<file path="src/rtl/mem_map_pkg.sv">
// ----------------------------------------------------------------------------
// mem_map_pkg
//   System memory map shared by mem_bus, oam_dma and the cpu tests.
//   Holds the region/state enums, the region boundary constants, the CPU
//   address decoder and the OAM DMA source-page decoder.
// ----------------------------------------------------------------------------
package mem_map_pkg;

    typedef enum logic [2:0] {
        ROM,
        WRAM,
        OAM,
        HRAM,
        DMA_REG,
        NONE
    } mem_region_t;

    typedef enum logic [1:0] {
        IDLE,
        START,
        XFER
    } dma_state_t;

    // ROM starts at 16'h0000, so only its upper limit is needed.
    localparam logic [15:0] ROM_LIMIT    = 16'h7FFF;
    // WRAM (C000-DFFF) and its echo (E000-FDFF) decode as one range.
    localparam logic [15:0] WRAM_BASE    = 16'hC000;
    localparam logic [15:0] ECHO_LIMIT   = 16'hFDFF;
    localparam logic [15:0] OAM_BASE     = 16'hFE00;
    localparam logic [15:0] OAM_LIMIT    = 16'hFE9F;
    localparam logic [15:0] DMA_REG_ADDR = 16'hFF46;
    localparam logic [15:0] HRAM_BASE    = 16'hFF80;
    localparam logic [15:0] HRAM_LIMIT   = 16'hFFFE;

    // CPU-side address decode.
    function automatic mem_region_t decode_addr(input logic [15:0] addr);
        mem_region_t region;
        region = NONE;
        if (addr <= ROM_LIMIT) begin
            region = ROM;
        end else if (addr >= WRAM_BASE && addr <= ECHO_LIMIT) begin
            region = WRAM;
        end else if (addr >= OAM_BASE && addr <= OAM_LIMIT) begin
            region = OAM;
        end else if (addr == DMA_REG_ADDR) begin
            region = DMA_REG;
        end else if (addr >= HRAM_BASE && addr <= HRAM_LIMIT) begin
            region = HRAM;
        end
        return region;
    endfunction

    // DMA source decode: 00-7F ROM, C0-FF WRAM (E0-FF echoes), 80-BF open bus.
    function automatic mem_region_t dma_src_region(input logic [7:0] page);
        mem_region_t region;
        region = NONE;
        if (!page[7]) begin
            region = ROM;
        end else if (page[7:6] == 2'b11) begin
            region = WRAM;
        end
        return region;
    endfunction

endpackage

</file>
<file path="src/rtl/oam_dma.sv">
// ----------------------------------------------------------------------------
// oam_dma
//   OAM DMA engine: copies DMA_LEN bytes from page {i_page, 00} into OAM
//   starting at address 00, one byte per cycle.
//   Ports:
//     i_clk, i_rst_n    clock, async active-low reset
//     i_start, i_page   CPU write to the DMA register and its value
//     o_active          high while in START or XFER
//     o_page            last page written (DMA register read-back, resets FF)
//     o_src_addr        source address for ROM/WRAM (low 15 bits)
//     i_rom_data        ROM read data (1-cycle latency)
//     i_wram_rd_data    WRAM read data (1-cycle latency)
//     o_oam_wr_en       OAM write strobe
//     o_oam_addr        OAM write address
//     o_oam_wr_data     OAM write data
// ----------------------------------------------------------------------------
module oam_dma
    import mem_map_pkg::*;
#(
    parameter int DMA_LEN = 160
) (
    input  logic        i_clk,
    input  logic        i_rst_n,
    input  logic        i_start,
    input  logic [7:0]  i_page,
    output logic        o_active,
    output logic [7:0]  o_page,
    output logic [14:0] o_src_addr,
    input  logic [7:0]  i_rom_data,
    input  logic [7:0]  i_wram_rd_data,
    output logic        o_oam_wr_en,
    output logic [7:0]  o_oam_addr,
    output logic [7:0]  o_oam_wr_data
);

    localparam logic [7:0] LAST_IDX = 8'(DMA_LEN);

    dma_state_t  state;
    logic [7:0]  idx;
    logic [7:0]  src_hi;
    mem_region_t src_region_q;
    logic        active_q;
    logic        wr_q;
    logic [7:0]  oam_addr_q;

    // Write strobe and OAM address are registered one step ahead: when idx
    // advances to i+1 the byte fetched at idx i arrives and is written to i.
    always_ff @(posedge i_clk or negedge i_rst_n) begin
        if (!i_rst_n) begin
            state        <= IDLE;
            idx          <= '0;
            src_hi       <= 8'hFF;
            src_region_q <= NONE;
            active_q     <= 1'b0;
            wr_q         <= 1'b0;
            oam_addr_q   <= '0;
        end else begin
            // Region of the fetch issued this cycle, aligned with its data.
            src_region_q <= dma_src_region(src_hi);
            if (i_start) begin
                state    <= START;
                src_hi   <= i_page;
                idx      <= '0;
                active_q <= 1'b1;
                wr_q     <= 1'b0;
            end else begin
                case (state)
                    IDLE: begin
                        active_q <= 1'b0;
                        wr_q     <= 1'b0;
                    end
                    START: begin
                        state <= XFER;
                        idx   <= '0;
                    end
                    XFER: begin
                        if (idx == LAST_IDX) begin
                            state    <= IDLE;
                            active_q <= 1'b0;
                            wr_q     <= 1'b0;
                        end else begin
                            idx        <= idx + 8'd1;
                            oam_addr_q <= idx;
                            wr_q       <= 1'b1;
                        end
                    end
                    default: begin
                        state    <= IDLE;
                        active_q <= 1'b0;
                        wr_q     <= 1'b0;
                    end
                endcase
            end
        end
    end

    always_comb begin
        o_oam_wr_data = 8'hFF;
        case (src_region_q)
            ROM:     o_oam_wr_data = i_rom_data;
            WRAM:    o_oam_wr_data = i_wram_rd_data;
            default: o_oam_wr_data = 8'hFF;
        endcase
    end

    // Bit 13 of the source (src_hi[5]) is dropped, folding E0-FF onto WRAM.
    assign o_src_addr  = {src_hi[6:0], idx};
    assign o_active    = active_q;
    assign o_page      = src_hi;
    assign o_oam_wr_en = wr_q;
    assign o_oam_addr  = oam_addr_q;

endmodule

</file>
<file path="src/rtl/mem_bus.sv">
// ----------------------------------------------------------------------------
// mem_bus
//   CPU memory bus and address decoder. Steers CPU accesses to cartridge
//   ROM, WRAM (with echo), OAM, internal HRAM or the DMA register, returns
//   read data with one-cycle latency, and arbitrates the ROM/WRAM/OAM ports
//   between the CPU and the OAM DMA engine.
//   Ports:
//     i_clk, i_rst_n                       clock, async active-low reset
//     i_cpu_rd_addr / o_cpu_rd_data        CPU read port (1-cycle latency)
//     i_cpu_wr_en/_addr/_data              CPU write port
//     o_rom_addr / i_rom_data              cartridge ROM (sync read)
//     o_wram_addr/_wr_en/_wr_data,
//     i_wram_rd_data                       work RAM (sync read)
//     o_oam_addr/_wr_en/_wr_data,
//     i_oam_rd_data                        OAM
//     o_dma_active                         OAM DMA in progress
// ----------------------------------------------------------------------------
module mem_bus
    import mem_map_pkg::*;
#(
    parameter int HRAM_DEPTH = 127,
    parameter int DMA_LEN    = 160
) (
    input  logic        i_clk,
    input  logic        i_rst_n,
    input  logic [15:0] i_cpu_rd_addr,
    output logic [7:0]  o_cpu_rd_data,
    input  logic        i_cpu_wr_en,
    input  logic [15:0] i_cpu_wr_addr,
    input  logic [7:0]  i_cpu_wr_data,
    output logic [14:0] o_rom_addr,
    input  logic [7:0]  i_rom_data,
    output logic [12:0] o_wram_addr,
    output logic        o_wram_wr_en,
    output logic [7:0]  o_wram_wr_data,
    input  logic [7:0]  i_wram_rd_data,
    output logic [7:0]  o_oam_addr,
    output logic        o_oam_wr_en,
    output logic [7:0]  o_oam_wr_data,
    input  logic [7:0]  i_oam_rd_data,
    output logic        o_dma_active
);

    localparam int HRAM_AW = $clog2(HRAM_DEPTH);

    mem_region_t rd_region;
    mem_region_t wr_region;
    mem_region_t rd_region_q;

    logic        cpu_wram_wr;
    logic        cpu_oam_wr;
    logic        hram_wr;
    logic        dma_start;

    logic        dma_active;
    logic [7:0]  dma_page;
    logic [14:0] dma_src_addr;
    logic        dma_oam_wr;
    logic [7:0]  dma_oam_addr;
    logic [7:0]  dma_oam_data;

    logic [7:0]  hram [HRAM_DEPTH];
    logic [7:0]  hram_q;

    // While DMA runs, only HRAM and the DMA register remain CPU-visible.
    always_comb begin
        rd_region = decode_addr(i_cpu_rd_addr);
        wr_region = decode_addr(i_cpu_wr_addr);
        if (dma_active) begin
            if (rd_region != HRAM && rd_region != DMA_REG) begin
                rd_region = NONE;
            end
            if (wr_region != HRAM && wr_region != DMA_REG) begin
                wr_region = NONE;
            end
        end
    end

    assign cpu_wram_wr = i_cpu_wr_en && (wr_region == WRAM);
    assign cpu_oam_wr  = i_cpu_wr_en && (wr_region == OAM);
    assign hram_wr     = i_cpu_wr_en && (wr_region == HRAM);
    assign dma_start   = i_cpu_wr_en && (wr_region == DMA_REG);

    oam_dma #(
        .DMA_LEN (DMA_LEN)
    ) u_oam_dma (
        .i_clk          (i_clk),
        .i_rst_n        (i_rst_n),
        .i_start        (dma_start),
        .i_page         (i_cpu_wr_data),
        .o_active       (dma_active),
        .o_page         (dma_page),
        .o_src_addr     (dma_src_addr),
        .i_rom_data     (i_rom_data),
        .i_wram_rd_data (i_wram_rd_data),
        .o_oam_wr_en    (dma_oam_wr),
        .o_oam_addr     (dma_oam_addr),
        .o_oam_wr_data  (dma_oam_data)
    );

    // WRAM and OAM are single-address ports: a CPU write takes the address
    // for that cycle, otherwise the read address is presented.
    always_comb begin
        if (dma_active) begin
            o_rom_addr  = dma_src_addr;
            o_wram_addr = dma_src_addr[12:0];
            o_oam_addr  = dma_oam_addr;
        end else begin
            o_rom_addr  = i_cpu_rd_addr[14:0];
            o_wram_addr = cpu_wram_wr ? i_cpu_wr_addr[12:0] : i_cpu_rd_addr[12:0];
            o_oam_addr  = cpu_oam_wr  ? i_cpu_wr_addr[7:0]  : i_cpu_rd_addr[7:0];
        end
    end

    assign o_wram_wr_en   = cpu_wram_wr & i_rst_n;
    assign o_wram_wr_data = i_cpu_wr_data;
    assign o_oam_wr_en    = (dma_oam_wr | cpu_oam_wr) & i_rst_n;
    assign o_oam_wr_data  = dma_active ? dma_oam_data : i_cpu_wr_data;
    assign o_dma_active   = dma_active;

    // HRAM contents are not reset; the registered read sees pre-write data.
    always_ff @(posedge i_clk) begin
        if (hram_wr) begin
            hram[i_cpu_wr_addr[HRAM_AW-1:0]] <= i_cpu_wr_data;
        end
        hram_q <= hram[i_cpu_rd_addr[HRAM_AW-1:0]];
    end

    always_ff @(posedge i_clk or negedge i_rst_n) begin
        if (!i_rst_n) begin
            rd_region_q <= NONE;
        end else begin
            rd_region_q <= rd_region;
        end
    end

    always_comb begin
        o_cpu_rd_data = 8'hFF;
        case (rd_region_q)
            ROM:     o_cpu_rd_data = i_rom_data;
            WRAM:    o_cpu_rd_data = i_wram_rd_data;
            OAM:     o_cpu_rd_data = i_oam_rd_data;
            HRAM:    o_cpu_rd_data = hram_q;
            DMA_REG: o_cpu_rd_data = dma_page;
            default: o_cpu_rd_data = 8'hFF;
        endcase
    end

endmodule

</file>
<file path="config.mk">
export PLATFORM = sky130hd
export DESIGN_NAME = mem_bus
export DESIGN_NICKNAME = d
export VERILOG_FILES = /design/src/rtl/mem_map_pkg.sv /design/src/rtl/oam_dma.sv /design/src/rtl/mem_bus.sv
export SDC_FILE = /design/constraint.sdc
export NUM_CORES = 1
export LEC_CHECK = 0
export ABC_AREA = 1
export CELL_PAD_IN_SITES_DETAIL_PLACEMENT = 0
export CELL_PAD_IN_SITES_GLOBAL_PLACEMENT = 2
export CORE_AREA = 2 2 317 319
export CTS_CLUSTER_DIAMETER = 50
export DETAILED_ROUTE_END_ITERATION = 10
export DIE_AREA = 0 0 319 321
export PLACE_DENSITY = 0.8
export SYNTH_ARGS = -nofsm -noshare
export SYNTH_HDL_FRONTEND = slang
export SYNTH_SLANG_ARGS = --single-unit
</file>
<file path="constraint.sdc">
create_clock -name i_clk -period 4 [get_ports i_clk]
set_input_delay 0.4 -clock i_clk [delete_from_list [all_inputs] [get_ports i_clk]]
set_output_delay 0.4 -clock i_clk [all_outputs]
set_load 0.02 [all_outputs]
</file>
==> results of run 1 <==
## sequential cells by signal, summed over array words and instances (netlist names)
signal and count:
hram 1016, hram_q 8, rd_region_q 3, u_oam_dma.idx 8
u_oam_dma.o_active 1, u_oam_dma.o_oam_addr 8, u_oam_dma.o_oam_wr_en 1, u_oam_dma.o_page 8
u_oam_dma.src_region_q 2, u_oam_dma.state 2
## cell families (layout without fill, tap and decap cells)
group,after synthesis,after routing
buffers and inverters,376,674
AND/OR/NAND/NOR,2087,2087
flip-flops,1057,1057
XOR/XNOR,4,4
AO/OA/AOI/OAI,491,491
adder cells (fa/ha/maj),2,2
## cell type report
type                            count  area, um2
Fill cell                        8955      47800
Sequential cell                  1057      31500
Multi-Input combinational cell   2584      11100
Clock buffer                      148       3160
Timing Repair Buffer              301       2800
Tap cell                         1298       1620
Clock inverter                     71        743
Inverter                          154        593
## report_power, final
| group | switching (mW) | total (mW) | internal, mW | leakage (nW) |
|---|---|---|---|---|
| Clock | 4.49 | 10.8 | 6.33 | 1.90 |
| Sequential | 0.0407 | 12.2 | 12.2 | 9.60 |
| Combinational | 1.29 | 1.78 | 0.489 | 7.23 |
| Total | 5.82 | 24.8 | 19.0 | 18.7 |
## how the worst max path moves through the flow
stage | startpoint | end | cells past startpoint
after floorplan | i_cpu_wr_addr[4] | o_oam_addr[2] | 12
after global placement | i_cpu_wr_addr[1] | o_wram_addr[4] | 16
after detailed placement | i_cpu_wr_addr[1] | o_wram_addr[12] | 16
after CTS | u_oam_dma.o_active | o_wram_addr[4] | 9
after global routing | u_oam_dma.o_active | o_wram_addr[2] | 9
final | i_cpu_wr_addr[1] | o_wram_addr[12] | 16
## tightest hold or removal path: cells and delay by family
family	cells	cell delay [ns]
buf+inv	2	0.28
compound gates	1	0.09
## cell usage in the layout (no fill, tap or decap), drive strengths merged, types with 8 or more instances in the layout
| cell | n |
|---|---|
| clkinvlp | 9 |
| o21ai | 284 |
| nor3 | 15 |
| clkinv | 43 |
| dfstp | 12 |
| buf | 184 |
| dfrtp | 21 |
| clkdlybuf4s50 | 117 |
| nand2 | 1216 |
| a22oi | 27 |
| o211ai | 25 |
| edfxtp | 1016 |
| inv | 162 |
| dfxtp | 8 |
| clkbuf | 148 |
| a21oi | 132 |
| o221ai | 8 |
| nand4 | 33 |
| nor2 | 598 |
| bufinv | 11 |
| nand3 | 220 |
## metal layers
metal	GRT usage, %	vias up	share of wire (%)
li1	-	14200	-
met1	35.8	14600	44
met2	41.8	921	47
met3	4.45	198	6.3
met4	7.90	0	3.0
met5	0	-	0
## through the flow
stage	hold WS [ns]	utilization, %
finish	0.0843	51.9
global route	0.0918	51.9
CTS	0.0548	51.9
detailed placement	0.376	47.9
global placement	0.373	47.9
floorplan	0.104	-
==> metrics.md, run 1 <==
| Metric | Value |
|---|---|
| Final Cell Area | 0.0515 mm2 |
| Global-route wire length before repair | 193000 um |
| Mapped cell area | 0.0442 mm2 |
| Top cell type's share of synthesized area | 68.9% |
| Worst Slack Setup Final | 0.460 ns |
| TNS Setup | 0 ns |
| Critical path endpoint category | output port |
| Static leakage | roughly 19 nW |
| Fmax | 0.283 GHz |
| Antenna cells | 0 |
| Cell mode on critical path | nand2_1 |
| Antenna-violating nets left | 0 |
| Share of cells above drive strength 1 | 9.52% |
| CTS Sinks | 1057 |
| Worst EP arrival | 3.14 ns |
| DIE WIDTH | 319 um |
| Worst-Margin Slew | 1.06 ns |
| Port bufs | 129 |
| Pin count of the biggest net entering global routing | 174 |
| Reg2reg start | u_oam_dma.idx[1] |
| TritonCTS Buffers | about 120 |
| Global-route usage over all layers | 25.8% |
| CP max-delay cell | clkdlybuf4s50_1 |
| Final Max Slew Viols | 0 |
| Min-Delay Endpoint | u_oam_dma.o_page[3] |
| Fin crit period | 3.54 ns |
| Vias/cell | between 5 and 6 |
| Clk buf depth | 3 |
| Total gr overflow | 0 |
| Hold path startpoint | i_cpu_wr_data[3] |
| Final period util | 88.5% |
| Final hold vios | 0 |
| Ports | 130 |
| Post-DP HPWL | approximately 80000 um |
| Peak supply drop | roughly 360 uV |
| Worst skew pair latency | between 0.7 and 0.8 ns |
| Post-Route WL | ~130000 um |
| CP Launch Type | input port |
| Number of flops mapped to enable cells by yosys | 1016 |
| Critical Path Max Stage Delay | 0.67 ns |
| Worst R2R End | u_oam_dma.o_active |
| Die Span Y | 321 um |
| # hold bufs at CTS | 0 |
| Syn Inst Count | 4017 |
| Area grow syn2layout | 16.4% |
| Synth Net Count | 4086 |
| Crit path buffers/inverters | 3 |
| Ys async rst share | 3.12% |
| Drt first-iter violations | 2827 |
| Register bit total from synthesis | ~1100 |
| Power Density | around 480 mW/mm2 |
| Worst hold path class | input port to flop |
| Core area | 0.0993 mm2 |
| Critical path type | input port to output port |
| Post-Synth Simple-Gate Area | 18.8% |
| Total Die Area | around 0.10 mm2 |
| Register-to-Register Path Depth | 7 |
| Most frequent cell after synthesis | nand2_1 |
| Synth Area in Adders | less than 1% |
| Initial antenna violation count | 2 |
| Top cells by count, synth | nand2_1 (1207), edfxtp_1 (1016), nor2_1 (592) |
| Synth warn | 0 |
| CP max FO | 14 |
| Power, Total | 24.8 mW |
| # Max-Cap Violations | 0 |
| Clock root cell | clkbuf_16 |
| Crit-path cells | clkdlybuf4s50_1 -> nand2_1 -> inv_1 -> nand2_1 -> nor2_4 -> nand2_2 -> nand2_1 -> nand2_1 -> nand2_2 -> nand2_4 -> nor2_8 -> nand2_4 -> nand2_1 -> nand3_1 -> nand2_1 -> clkdlybuf4s50_1 |
| # Post-CTS Setup Buffers | 0 |
| Seq/Total Area, Yosys | 71.2% |
| Area post-placement | 0.0476 mm2 |
| Status | completed |
| Initial Util | roughly 45% |
| CTS tree | yes |
| Area fraction in compound gates after synthesis | 6.01% |
| Synthesized area per cell | 11.0 um2 |
| Synth Area in XOR/XNOR | 0.0792% |
| Reg2Reg Setup Slack | 2.08 ns |
| Crit path required time | 3.60 ns |
| Worst slack, placed | 0.502 ns |
| Synth Flop Type | edfxtp_1 |
| Pre-antenna DRT Iters | 6 |
| Unrepaired setup endpoints after global routing | no |
| Final nets | 4286 |
| H-tree Lvls | 3 |
| Hold path depth | 3 |
| Rel. slew slack | 29.3% |
| Mux cell area share after synthesis | 0% |
| Post-route insts no fill | ~5600 |
| DRC Markers | 0 |
| GP Congestion | 0.849 |
| Post-CTS sizing | 0 |
| Main combinational cell family by area after synthesis | simple AND/OR/NAND/NOR gates |
| Synth area leaders | edfxtp_1 (69%), nand2_1 (10%), nor2_1 (5.0%), o21ai_0 (2.5%), nand3_1 (2.5%) |
| Clock slew at reported path FFs | 0.06 ns |
| Vias in the first global route | 29000 |
| Distinct cell type count of the synthesized netlist | 42 |
| Top Family by Delay on Critical Path | buffers and inverters |
| Total number of vias | ~30000 |
| Synth area leader | edfxtp_1 |
| Final setup viols | 0 |
| Row count | ~120 |
| Clk_skew | about 0.021 ns |
| Placed Cells | 5394 |
| Drt wl/cell | 23.7 um |
Power figures use the tool's default switching activity.
==> run 2: changes to the inputs <==
--- a/config.mk
+++ b/config.mk
@@ -13,6 +13,7 @@
 export DETAILED_ROUTE_END_ITERATION = 10
 export DIE_AREA = 0 0 319 321
 export PLACE_DENSITY = 0.8
+export SKIP_LAST_GASP = 1
 export SYNTH_ARGS = -nofsm -noshare
 export SYNTH_HDL_FRONTEND = slang
 export SYNTH_SLANG_ARGS = --single-unit
==> results of run 2 <==
Final layout, timing and power as in run 1 (identical DEF).
